==> config.mk <==
export PLATFORM = sky130hd
export DESIGN_NAME = gemm_tile_scheduler
export DESIGN_NICKNAME = d
export VERILOG_FILES = /design/src/rtl/gemm_tile_scheduler.sv
export SDC_FILE = /design/constraint.sdc
export NUM_CORES = 1
export LEC_CHECK = 0
export BUFFER_PORTS_ARGS = -buffer_cell sky130_fd_sc_hd__buf_2
export CAP_MARGIN = 20
export CORE_ASPECT_RATIO = 1.2
export CORE_MARGIN = 5
export CORE_UTILIZATION = 49
export DETAILED_ROUTE_END_ITERATION = 8
export GPL_ROUTABILITY_DRIVEN = 1
export HOLD_SLACK_MARGIN = 0.1
export MAX_ROUTING_LAYER = met4
export PLACE_DENSITY = 0.73
export SKIP_CTS_REPAIR_TIMING = 1
export SYNTH_ARGS = -nofsm -noshare
export SYNTH_HDL_FRONTEND = slang
export SYNTH_SLANG_ARGS = --single-unit
export TNS_END_PERCENT = 1
==> constraint.sdc <==
create_clock -name clk -period 6.98 [get_ports clk]
set_input_delay 1.396 -clock clk [delete_from_list [all_inputs] [get_ports clk]]
set_output_delay 1.396 -clock clk [all_outputs]
set_load 0.02 [all_outputs]
==> src/rtl/gemm_tile_scheduler.sv <==
// Walks a GEMM of M x N x K over a ROWS x COLS core in row-major tile order,
// starting the core per tile and handing each finished tile to writeback.
module gemm_tile_scheduler #(
    parameter int ROWS    = 16,
    parameter int COLS    = 16,
    parameter int K_MAX   = 2048,
    parameter int DIM_W   = 16,
    parameter int TIMEOUT = 65536
) (
    input  logic             clk,
    input  logic             rst,
    input  logic             cmd_valid,
    output logic             cmd_ready,
    input  logic [DIM_W-1:0] cmd_m,
    input  logic [DIM_W-1:0] cmd_n,
    input  logic [DIM_W-1:0] cmd_k,
    output logic             core_start,
    input  logic             core_busy,
    input  logic             core_done,
    output logic [DIM_W-1:0] core_cfg_m,
    output logic [DIM_W-1:0] core_cfg_n,
    output logic [DIM_W-1:0] core_cfg_k,
    output logic [DIM_W-1:0] tile_row_base,
    output logic [DIM_W-1:0] tile_col_base,
    output logic             wb_valid,
    input  logic             wb_ready,
    output logic             busy,
    output logic             done,
    output logic             err,
    output logic [DIM_W-1:0] tiles_done
);
    localparam int               TW       = $clog2(TIMEOUT + 1);
    localparam logic [TW-1:0]    TMO_LAST = TW'(TIMEOUT - 1);
    localparam logic [DIM_W:0]   ROWS_X   = (DIM_W+1)'(ROWS);
    localparam logic [DIM_W:0]   COLS_X   = (DIM_W+1)'(COLS);
    localparam logic [DIM_W-1:0] ROWS_D   = DIM_W'(ROWS);
    localparam logic [DIM_W-1:0] COLS_D   = DIM_W'(COLS);
    localparam logic [31:0]      K_MAX_U  = 32'(K_MAX);

    typedef enum logic [2:0] {IDLE, ISSUE, WAIT_DONE, WRITEBACK, FINISH} state_t;

    state_t           state_reg, state_next;
    logic [DIM_W-1:0] m_reg, n_reg, k_reg;
    logic [DIM_W:0]   row_base_reg, col_base_reg;
    logic [TW-1:0]    tmo_cnt_reg;
    logic [DIM_W-1:0] tiles_done_reg;
    logic             err_reg;

    logic             cmd_bad, col_wrap, last_tile;
    logic [DIM_W:0]   row_adv, col_adv;
    logic [DIM_W-1:0] rem_m, rem_n;

    // The core's own busy flag carries no information the done pulse lacks.
    logic unused_core_busy;
    assign unused_core_busy = core_busy;

    assign cmd_bad   = (cmd_m == '0) || (cmd_n == '0) || (cmd_k == '0) ||
                       (32'(cmd_k) > K_MAX_U);
    assign row_adv   = row_base_reg + ROWS_X;
    assign col_adv   = col_base_reg + COLS_X;
    assign col_wrap  = (col_adv >= {1'b0, n_reg});
    assign last_tile = col_wrap && (row_adv >= {1'b0, m_reg});

    assign tile_row_base = row_base_reg[DIM_W-1:0];
    assign tile_col_base = col_base_reg[DIM_W-1:0];
    assign rem_m         = m_reg - tile_row_base;
    assign rem_n         = n_reg - tile_col_base;
    assign core_cfg_m    = (rem_m < ROWS_D) ? rem_m : ROWS_D;
    assign core_cfg_n    = (rem_n < COLS_D) ? rem_n : COLS_D;
    assign core_cfg_k    = k_reg;
    assign tiles_done    = tiles_done_reg;
    assign busy          = (state_reg != IDLE);

    always_comb begin
        state_next = state_reg;
        cmd_ready  = 1'b0;
        core_start = 1'b0;
        wb_valid   = 1'b0;
        done       = 1'b0;
        err        = 1'b0;
        case (state_reg)
            IDLE: begin
                cmd_ready = 1'b1;
                if (cmd_valid)
                    state_next = cmd_bad ? FINISH : ISSUE;
            end
            ISSUE: begin
                core_start = 1'b1;
                state_next = WAIT_DONE;
            end
            WAIT_DONE: begin
                if (core_done)
                    state_next = WRITEBACK;
                else if (tmo_cnt_reg == TMO_LAST)
                    state_next = FINISH;
            end
            WRITEBACK: begin
                wb_valid = 1'b1;
                if (wb_ready)
                    state_next = last_tile ? FINISH : ISSUE;
            end
            FINISH: begin
                done       = 1'b1;
                err        = err_reg;
                state_next = IDLE;
            end
            default: state_next = IDLE;
        endcase
    end

    always_ff @(posedge clk) begin
        if (rst) begin
            state_reg      <= IDLE;
            m_reg          <= '0;
            n_reg          <= '0;
            k_reg          <= '0;
            row_base_reg   <= '0;
            col_base_reg   <= '0;
            tmo_cnt_reg    <= '0;
            tiles_done_reg <= '0;
            err_reg        <= 1'b0;
        end else begin
            state_reg <= state_next;
            case (state_reg)
                IDLE: begin
                    if (cmd_valid) begin
                        m_reg          <= cmd_m;
                        n_reg          <= cmd_n;
                        k_reg          <= cmd_k;
                        row_base_reg   <= '0;
                        col_base_reg   <= '0;
                        tiles_done_reg <= '0;
                        err_reg        <= cmd_bad;
                    end
                end
                ISSUE: tmo_cnt_reg <= '0;
                WAIT_DONE: begin
                    if (!core_done) begin
                        tmo_cnt_reg <= tmo_cnt_reg + TW'(1);
                        if (tmo_cnt_reg == TMO_LAST)
                            err_reg <= 1'b1;
                    end
                end
                WRITEBACK: begin
                    // Bases only move on the handshake so they stay put while wb is stalled.
                    if (wb_ready) begin
                        tiles_done_reg <= tiles_done_reg + DIM_W'(1);
                        if (!last_tile) begin
                            if (col_wrap) begin
                                col_base_reg <= '0;
                                row_base_reg <= row_adv;
                            end else begin
                                col_base_reg <= col_adv;
                            end
                        end
                    end
                end
                default: ;
            endcase
        end
    end
endmodule

==> results of run 1 <==
## kinds of logic after synthesis
group	count (synthesis)	share of synthesized area [%]
DFF	111	29.7
buffers and inverters	151	10.4
muxes	2	0.285
adders and majority gates	55	9.21
xor gates and xnor gates	56	6.57
AOI/OAI and AO/OA	197	18.0
other	2	0.101
and+or+nand+nor	396	25.6
## stage by stage
| stage | std cells | setup slack, ns |
|---|---|---|
| after detailed placement | 1243 | 2.50 |
| final | 1260 | 2.11 |
| after CTS | 1259 | 2.11 |
| after global placement | 1243 | 2.54 |
| after global routing | 1260 | 1.92 |
| after floorplan | 1002 | 2.87 |
## final cells by class
| cell class | count | area share [%] |
|---|---|---|
| Clock buffer | 10 | 2.90 |
| Clock inverter | 6 | 0.623 |
| Inverter | 62 | 2.83 |
| Multi-Input combinational cell | 740 | 55.8 |
| Sequential cell | 111 | 27.0 |
| Tap cell | 204 | 3.10 |
| Timing Repair Buffer | 127 | 7.81 |
## worst paths after layout
kind / from / endpoint / slack, ns / cells after the start
setup / recovery: col_base_reg[4] / core_cfg_n[2] / 2.11 / 10
hold / removal: col_base_reg[16] / col_base_reg[16] / 0.45 / 2
setup reg to reg: col_base_reg[4] / row_base_reg[12] / 2.84 / 12
hold reg to reg: col_base_reg[16] / col_base_reg[16] / 0.45 / 2
## layout by cell type (no fill, tap or decap), drive strengths merged, types with 4 or more instances in the layout
cell type,count
nand2,149
buf,127
dfxtp,111
a21oi,83
nor2,70
inv,65
ha,55
nand3,42
conb,34
xor2,31
nor3,25
xnor2,25
nor4,22
nand4,21
o21ai,20
and3,13
or3,12
a211oi,12
nand2b,10
clkbuf,10
o21a,9
o311ai,9
or4,7
o31ai,7
a21o,6
o22ai,6
nor3b,5
a32o,5
and2,5
o32ai,4
o211ai,4
## cell usage after synthesis (5+ instances only)
master / instances
sky130_fd_sc_hd__a211oi_1: 12
sky130_fd_sc_hd__o311ai_0: 8
sky130_fd_sc_hd__nor2_1: 69
sky130_fd_sc_hd__nand3_1: 40
sky130_fd_sc_hd__buf_4: 54
sky130_fd_sc_hd__a32o_1: 5
sky130_fd_sc_hd__nor3_1: 25
sky130_fd_sc_hd__a21oi_1: 81
sky130_fd_sc_hd__nand4_1: 21
sky130_fd_sc_hd__nand2b_1: 9
sky130_fd_sc_hd__or3_1: 12
sky130_fd_sc_hd__dfxtp_1: 111
sky130_fd_sc_hd__o31ai_1: 6
sky130_fd_sc_hd__or4_1: 6
sky130_fd_sc_hd__and3_1: 13
sky130_fd_sc_hd__nand2_1: 149
sky130_fd_sc_hd__a21o_1: 6
sky130_fd_sc_hd__o21ai_0: 20
sky130_fd_sc_hd__o22ai_1: 6
sky130_fd_sc_hd__xor2_1: 31
sky130_fd_sc_hd__o21a_1: 9
sky130_fd_sc_hd__xnor2_1: 25
sky130_fd_sc_hd__nor4_1: 22
sky130_fd_sc_hd__clkbuf_1: 32
sky130_fd_sc_hd__inv_1: 62
sky130_fd_sc_hd__nor3b_1: 5
sky130_fd_sc_hd__ha_1: 55
## worst max-delay path: cells and delay by family (launching register included)
kind / cells / cell delay (ns)
AOI/OAI and AO/OA: 3 / 0.96
xor gates and xnor gates: 1 / 0.11
adders and majority gates: 1 / 0.33
buffers and inverters: 2 / 0.26
DFF: 1 / 0.47
and+or+nand+nor: 3 / 0.98
## where the power goes
group	leakage (nW)	switching [mW]	internal, mW
Combinational	2.42	0.198	0.112
Sequential	0.902	0.0170	0.653
Clock	0.140	0.252	0.258
## per-layer routing
metal / vias to the layer above / wire (microns)
li1: 3510 / -
met1: 3253 / 8040
met2: 198 / 9520
met3: 44 / 891
met4: 0 / 722
met5: - / 0
==> impl_metrics.xml, run 1 <==
<?xml version="1.0" encoding="UTF-8"?>
<metrics>
  <group name="flow_run">
    <metric name="cap_violations" unit="">0</metric>
  </group>
  <group name="floorplanning">
    <metric name="boundaryPins" unit="">156</metric>
    <metric name="height_of_the_die" unit="microns">145</metric>
    <metric name="die-area" unit="sq um">17800</metric>
    <metric name="die_width" unit="microns">123</metric>
    <metric name="placementRows" unit="">49</metric>
    <metric name="initial_utilization" unit="%">49.9</metric>
    <metric name="fp.coreArea" unit="sq um">15000</metric>
  </group>
  <group name="layout">
    <metric name="final_layout_size_suffix_gt1_share" unit="%">15.5</metric>
    <metric name="design.final.nets" unit="">1160</metric>
    <metric name="final_util" unit="%">55.0</metric>
    <metric name="largest_register_ffs" unit="">17</metric>
    <metric name="fin_area" unit="sq um">8230</metric>
    <metric name="flow.area_growth_from_synthesis" unit="%">10.2</metric>
    <metric name="ff_latch_area" unit="sq um">2220</metric>
    <metric name="diodes" unit="">0</metric>
    <metric name="number_of_fill_cells_in_the_layout" unit="">1497</metric>
    <metric name="multi_input_gate_area_in_the_final_layout" unit="sq um">4590</metric>
  </group>
  <group name="global_route">
    <metric name="groute.layer.met3.usage" unit="%">2.69</metric>
    <metric name="groute.layer.met1.usage" unit="%">26.5</metric>
    <metric name="grt_start_max_net_pins" unit="">70</metric>
    <metric name="grtUsageMet2" unit="%">36.4</metric>
    <metric name="grt-ovfl-total" unit="">0</metric>
    <metric name="number_of_global_route_vias_before_repair" unit="">6510</metric>
    <metric name="grt_use_total" unit="%">22.0</metric>
    <metric name="first_pass_grt_wire_length" unit="mm">31.5</metric>
    <metric name="antenna_found_initial" unit="">0</metric>
    <metric name="grt_busiest_layer" unit="">met2</metric>
  </group>
  <group name="synth">
    <metric name="syn_area_per_cell" unit="sq um">7.70</metric>
    <metric name="sequential_cell_area_fraction_in_the_yosys_report" unit="%">29.7</metric>
    <metric name="yosys.area.top_type_share" unit="%">29.7</metric>
    <metric name="postSynthCellCount" unit="">970</metric>
    <metric name="yosys-top-cells-area" unit="">sky130_fd_sc_hd__dfxtp_1 30%, sky130_fd_sc_hd__ha_1 9.2%, sky130_fd_sc_hd__nand2_1 7.5%</metric>
    <metric name="synth.lib_cells_used.distinct" unit="">75</metric>
    <metric name="synthArstFlopShare" unit="%">0</metric>
    <metric name="ys_ff_latch" unit="">111</metric>
    <metric name="synth.yosys.warnings" unit="">0</metric>
    <metric name="synth-main-ff-cell" unit="">sky130_fd_sc_hd__dfxtp_1</metric>
    <metric name="netlist_area" unit="sq um">7470</metric>
    <metric name="edff_count_synth" unit="">0</metric>
    <metric name="synth_largest_area_cell" unit="">sky130_fd_sc_hd__dfxtp_1</metric>
  </group>
  <group name="drt">
    <metric name="detail_route.wl_per_cell" unit="microns">15.2</metric>
    <metric name="dr_drc_count" unit="">0</metric>
    <metric name="drt_iter0_drc" unit="">454</metric>
    <metric name="wl" unit="mm">19.2</metric>
    <metric name="detail_route.first_pass.iterations" unit="">5</metric>
    <metric name="postRouteAntennaNets" unit="">0</metric>
    <metric name="detailroute.via_count" unit="">7005</metric>
    <metric name="via_to_cell_ratio" unit="">5.56</metric>
  </group>
  <group name="setup_path">
    <metric name="cp_slowest_cell" unit="">sky130_fd_sc_hd__or4b_2</metric>
    <metric name="worstPathCellList" unit="">inv_1 &gt; ha_1 &gt; nor2b_1 &gt; o21ai_0 &gt; xor2_1 &gt; a21oi_1 &gt; or4b_2 &gt; a2111oi_2 &gt; and3_1 &gt; buf_2</metric>
    <metric name="timing.critical_path.from_type" unit="">register</metric>
    <metric name="cpPeakStageDelay" unit="ns">0.61</metric>
    <metric name="worstPathMaxFanout" unit="">6</metric>
    <metric name="cp-end-kind" unit="">output port</metric>
    <metric name="path_class" unit="">register to output port</metric>
    <metric name="critPathArrivalTime" unit="ns">3.47</metric>
    <metric name="timing.critical_path.required" unit="ns">5.58</metric>
  </group>
  <group name="placement">
    <metric name="portBuffers" unit="">124</metric>
    <metric name="dp.final_hpwl" unit="mm">14.5</metric>
    <metric name="gpl.final_weighted_congestion" unit="">0.956</metric>
    <metric name="detailed_place.area" unit="sq um">7940</metric>
  </group>
  <group name="run_status">
    <metric name="run_status" unit="">complete, no violations</metric>
  </group>
  <group name="clock_tree">
    <metric name="tritoncts_clock_tree" unit="">yes</metric>
    <metric name="clkTransAtPathRegs" unit="ns">0.08</metric>
    <metric name="h_tree_levels" unit="">3</metric>
    <metric name="tritoncts_num_sinks" unit="">111</metric>
    <metric name="maximum_buffer_depth_of_the_clock_tree" unit="">2</metric>
    <metric name="cts_root_buffer" unit="">sky130_fd_sc_hd__clkbuf_16</metric>
    <metric name="insertion_delay" unit="ns">0.36</metric>
    <metric name="clock_buffer_count_from_cts" unit="">9</metric>
  </group>
  <group name="sta">
    <metric name="holdWs" unit="ns">0.450</metric>
    <metric name="fin_tns_setup" unit="ns">0</metric>
    <metric name="timing.slew.headroom" unit="%">33.0</metric>
    <metric name="finalCritPeriodShare" unit="%">69.7</metric>
    <metric name="tightest_slew" unit="ns">1.01</metric>
    <metric name="setup_viol" unit="">0</metric>
    <metric name="worst_clock_skew" unit="ns">0.00956</metric>
    <metric name="rsz0062_at_grt" unit="">false</metric>
    <metric name="fmax" unit="GHz">0.205</metric>
    <metric name="finalMaxSlewViolations" unit="">0</metric>
    <metric name="hold_viol" unit="">0</metric>
    <metric name="period_minus_slack" unit="ns">4.87</metric>
  </group>
  <group name="power_and_ir_drop">
    <metric name="largest_voltage_drop_on_the_vdd_net" unit="uV">114</metric>
    <metric name="p_leak" unit="nW">3.46</metric>
    <metric name="finalPower" unit="mW">1.49</metric>
    <metric name="cellPowerDensity" unit="nW/um^2">181</metric>
  </group>
  <group name="worst_hold_path">
    <metric name="worstHoldPathType" unit="">register to register</metric>
  </group>
</metrics>
Note: power is estimated with default switching activity, not from simulation.
==> inputs of run 2 (changes only) <==
--- a/config.mk
+++ b/config.mk
@@ -5,6 +5,7 @@
 export SDC_FILE = /design/constraint.sdc
 export NUM_CORES = 1
 export LEC_CHECK = 0
+export ABC_AREA = 1
 export BUFFER_PORTS_ARGS = -buffer_cell sky130_fd_sc_hd__buf_2
 export CAP_MARGIN = 20
 export CORE_ASPECT_RATIO = 1.2
@@ -14,7 +15,7 @@
 export GPL_ROUTABILITY_DRIVEN = 1
 export HOLD_SLACK_MARGIN = 0.1
 export MAX_ROUTING_LAYER = met4
-export PLACE_DENSITY = 0.73
+export PLACE_DENSITY = 0.72
 export SKIP_CTS_REPAIR_TIMING = 1
 export SYNTH_ARGS = -nofsm -noshare
 export SYNTH_HDL_FRONTEND = slang
==> constraint.sdc (replaced) <==
create_clock -name clk -period 4.92 [get_ports clk]
set_input_delay 0.984 -clock clk [delete_from_list [all_inputs] [get_ports clk]]
set_output_delay 0.984 -clock clk [all_outputs]
set_load 0.02 [all_outputs]
==> run 2 against run 1 <==
  * Clock power increased by 70%
  * Synthesized area increased by 4.2%
  * Count of clock-buffer cells in the layout increased by 1
  * Routed wire length increased by 1.4%
  * Register-to-register slack got worse by 1.4 ns
  * Via count increased by 5.4%
  * Sequential power increased by 66%
  * Non-clock buffer count unchanged
  * Flip-flop and latch count unchanged
  * Critical endpoint is now core_cfg_n[0]
  * Largest power group is now combinational cells
==> impl_metrics.xml, run 2 <==
<?xml version="1.0" encoding="UTF-8"?>
<metrics>
  <group name="floorplanning">
    <metric name="die_width" unit="microns">125</metric>
    <metric name="height_of_the_die" unit="microns">148</metric>
    <metric name="initial_utilization" unit="%">49.8</metric>
    <metric name="fp.coreArea" unit="sq um">15600</metric>
    <metric name="boundaryPins" unit="">156</metric>
    <metric name="placementRows" unit="">50</metric>
    <metric name="die-area" unit="sq um">18500</metric>
  </group>
  <group name="synth">
    <metric name="synth_largest_area_cell" unit="">sky130_fd_sc_hd__dfxtp_1</metric>
    <metric name="yosys.area.top_type_share" unit="%">28.5</metric>
    <metric name="most_used_standard_cell_by_instance_count_after_synthesis" unit="">sky130_fd_sc_hd__nand2_1</metric>
    <metric name="synth.yosys.warnings" unit="">0</metric>
    <metric name="edff_count_synth" unit="">0</metric>
    <metric name="synth.lib_cells_used.distinct" unit="">50</metric>
    <metric name="ys_ff_latch" unit="">111</metric>
    <metric name="synth_simple_gate_area_share" unit="%">30.0</metric>
    <metric name="sequential_cell_area_fraction_in_the_yosys_report" unit="%">28.5</metric>
    <metric name="yosys-top-cells-area" unit="">sky130_fd_sc_hd__dfxtp_1 29%, sky130_fd_sc_hd__nand2_1 11%, sky130_fd_sc_hd__inv_1 8.9%</metric>
    <metric name="syn_area_per_cell" unit="sq um">6.59</metric>
    <metric name="synth_xor_area_share" unit="%">3.15</metric>
    <metric name="synth_top_cells_by_count" unit="">226 x sky130_fd_sc_hd__nand2_1, 185 x sky130_fd_sc_hd__inv_1, 126 x sky130_fd_sc_hd__nor2_1</metric>
    <metric name="synth_compound_area_share" unit="%">13.1</metric>
    <metric name="largest_family_of_logic_cells_by_synthesized_area" unit="">simple AND/OR/NAND/NOR gates</metric>
    <metric name="synthArstFlopShare" unit="%">0</metric>
    <metric name="netlist_area" unit="sq um">7780</metric>
    <metric name="postSynthCellCount" unit="">1181</metric>
    <metric name="yosys-mux-area-fraction" unit="%">0</metric>
    <metric name="synth-main-ff-cell" unit="">sky130_fd_sc_hd__dfxtp_1</metric>
    <metric name="synthAdderAreaFrac" unit="%">8.84</metric>
  </group>
  <group name="sta">
    <metric name="tightest_slew" unit="ns">0.861</metric>
    <metric name="fmax" unit="GHz">0.256</metric>
    <metric name="finalMaxSlewViolations" unit="">0</metric>
    <metric name="timing.slew.headroom" unit="%">42.6</metric>
    <metric name="post-route-worst-setup-slack" unit="ns">1.01</metric>
    <metric name="hold_viol" unit="">0</metric>
    <metric name="fin_tns_setup" unit="ns">0</metric>
    <metric name="rsz0062_at_grt" unit="">false</metric>
    <metric name="finalCritPeriodShare" unit="%">79.5</metric>
    <metric name="period_minus_slack" unit="ns">3.91</metric>
    <metric name="worst_clock_skew" unit="ns">0.00874</metric>
    <metric name="setup_viol" unit="">0</metric>
  </group>
  <group name="global_route">
    <metric name="grt_use_total" unit="%">21.6</metric>
    <metric name="grt_start_max_net_pins" unit="">36</metric>
    <metric name="number_of_global_route_vias_before_repair" unit="">7014</metric>
    <metric name="first_pass_grt_wire_length" unit="mm">32.7</metric>
    <metric name="antenna_found_initial" unit="">1</metric>
    <metric name="grt-ovfl-total" unit="">0</metric>
  </group>
  <group name="placement">
    <metric name="dp.final_hpwl" unit="mm">15.4</metric>
    <metric name="portBuffers" unit="">124</metric>
    <metric name="gpl.final_weighted_congestion" unit="">0.911</metric>
    <metric name="place_ws" unit="ns">1.40</metric>
  </group>
  <group name="setup_path">
    <metric name="critPathArrivalTime" unit="ns">2.93</metric>
    <metric name="worstPathCellList" unit="">inv_1 &gt; ha_1 &gt; nor2_1 &gt; o21ai_0 &gt; nand2_1 &gt; nand2_1 &gt; nand2_1 &gt; nand2_1 &gt; nand2_1 &gt; nor2_1 &gt; nand4_1 &gt; nor2_1 &gt; nand4_1 &gt; nor2_1 &gt; buf_2</metric>
    <metric name="timing.critical_path.required" unit="ns">3.94</metric>
    <metric name="cpPeakStageDelay" unit="ns">0.44</metric>
    <metric name="cp_slowest_cell" unit="">sky130_fd_sc_hd__dfxtp_1</metric>
    <metric name="r2r_slack" unit="ns">1.46</metric>
    <metric name="path_class" unit="">register to output port</metric>
    <metric name="cp-end-kind" unit="">output port</metric>
    <metric name="critical_path.most_common_cell" unit="">sky130_fd_sc_hd__nand2_1</metric>
    <metric name="worstPathMaxFanout" unit="">5</metric>
    <metric name="timing.critical_path.from_type" unit="">register</metric>
  </group>
  <group name="power_and_ir_drop">
    <metric name="largest_voltage_drop_on_the_vdd_net" unit="uV">207</metric>
    <metric name="p_leak" unit="nW">4.37</metric>
    <metric name="cellPowerDensity" unit="nW/um^2">427</metric>
  </group>
  <group name="drt">
    <metric name="postRouteAntennaNets" unit="">0</metric>
    <metric name="detailroute.via_count" unit="">7383</metric>
    <metric name="dr_drc_count" unit="">0</metric>
    <metric name="via_to_cell_ratio" unit="">4.99</metric>
    <metric name="wl" unit="mm">19.4</metric>
    <metric name="drt_iter0_drc" unit="">454</metric>
    <metric name="detail_route.first_pass.iterations" unit="">5</metric>
    <metric name="detail_route.wl_per_cell" unit="microns">13.1</metric>
  </group>
  <group name="clock_tree">
    <metric name="insertion_delay" unit="ns">0.36</metric>
    <metric name="clock_buffer_count_from_cts" unit="">9</metric>
    <metric name="tritoncts_num_sinks" unit="">111</metric>
    <metric name="h_tree_levels" unit="">3</metric>
    <metric name="tritoncts_clock_tree" unit="">yes</metric>
    <metric name="maximum_buffer_depth_of_the_clock_tree" unit="">2</metric>
    <metric name="clkTransAtPathRegs" unit="ns">0.07</metric>
    <metric name="cts_root_buffer" unit="">sky130_fd_sc_hd__clkbuf_16</metric>
  </group>
  <group name="layout">
    <metric name="number_of_fill_cells_in_the_layout" unit="">1565</metric>
    <metric name="layout.cells.most_common" unit="">sky130_fd_sc_hd__nand2_1</metric>
    <metric name="final_util" unit="%">55.2</metric>
    <metric name="leading_cell_types_in_the_layout_fill_and_taps_excluded" unit="">225 x sky130_fd_sc_hd__nand2_1, 185 x sky130_fd_sc_hd__inv_1, 126 x sky130_fd_sc_hd__nor2_1</metric>
    <metric name="largest_register_ffs" unit="">17</metric>
    <metric name="final_layout_size_suffix_gt1_share" unit="%">14.9</metric>
    <metric name="flow.area_growth_from_synthesis" unit="%">10.9</metric>
    <metric name="design.final.nets" unit="">1376</metric>
  </group>
  <group name="run_status">
    <metric name="run_status" unit="">complete, no violations</metric>
  </group>
  <group name="worst_hold_path">
    <metric name="worstHoldPathType" unit="">register to register</metric>
  </group>
  <group name="flow_run">
    <metric name="cap_violations" unit="">0</metric>
  </group>
</metrics>
-- run 2: logic make-up (layout without fill, tap and decap cells) --
kind of cell | after synthesis | count (layout)
AO/OA/AOI/OAI | 189 | 189
XOR/XNOR | 28 | 28
adder cells (fa/ha/maj) | 55 | 55
buffers and inverters | 276 | 335
flip-flops | 111 | 111
other | 2 | 35
AND/OR/NAND/NOR | 520 | 520
-- run 2: report_power, final --
group / internal [mW] / switching, mW
sequential: 1.01 / 0.103
clock: 0.526 / 0.341
combinational: 0.587 / 1.12
-- run 2: per-stage QoR --
| step | cells | cell area, sq um | power [mW] | hold slack (ns) |
|---|---|---|---|---|
| global placement | 1464 | 8270 | 2.79 | 0.445 |
| CTS | 1480 | 8630 | 3.70 | 0.464 |
| floorplan | 1213 | 7910 | 2.52 | 0.439 |
| finish | 1481 | 8630 | 3.69 | 0.463 |
| global route | 1481 | 8630 | 4.02 | 0.488 |
| detailed placement | 1464 | 8270 | 2.82 | 0.453 |
-- run 2: layout make-up --
class                   instances  area [sq um]  area share [%]
diodes                          1          2.50          0.0290
inverters                     192           723            8.38
flip-flops and latches        111          2220            25.7
clock buffers                  11           253            2.93
repair buffers                127           643            7.45
well taps                     208           260            3.01
multi-input cells             826          4420            51.3
clock inverters                 5           104            1.20
-- run 2: path summary, 6_finish.rpt --
path,startpoint,cells past startpoint,to
worst max register to register,row_base_reg[5],18,row_base_reg[5]
worst min register to register,row_base_reg[16],2,row_base_reg[16]
worst min-delay path,row_base_reg[16],2,row_base_reg[16]
worst max-delay path,col_base_reg[4],15,core_cfg_n[0]
-- run 2: metal layers --
layer  part of all wire [%]  track usage [%]  vias to the layer above
li1                       -                -                     3860
met2                     46             35.0                      202
met3                    5.9             3.52                       33
met4                    2.5             7.92                        0
met5                      0                -                        -
met1                     45             27.3                     3288
-- run 2: critical path, delay by kind of cell, from the launching register on --
family | cells | cell delay, ns
AO/OA/AOI/OAI | 1 | 0.24
adder cells (fa/ha/maj) | 1 | 0.37
buffers and inverters | 2 | 0.31
flip-flops | 1 | 0.44
AND/OR/NAND/NOR | 11 | 1.20
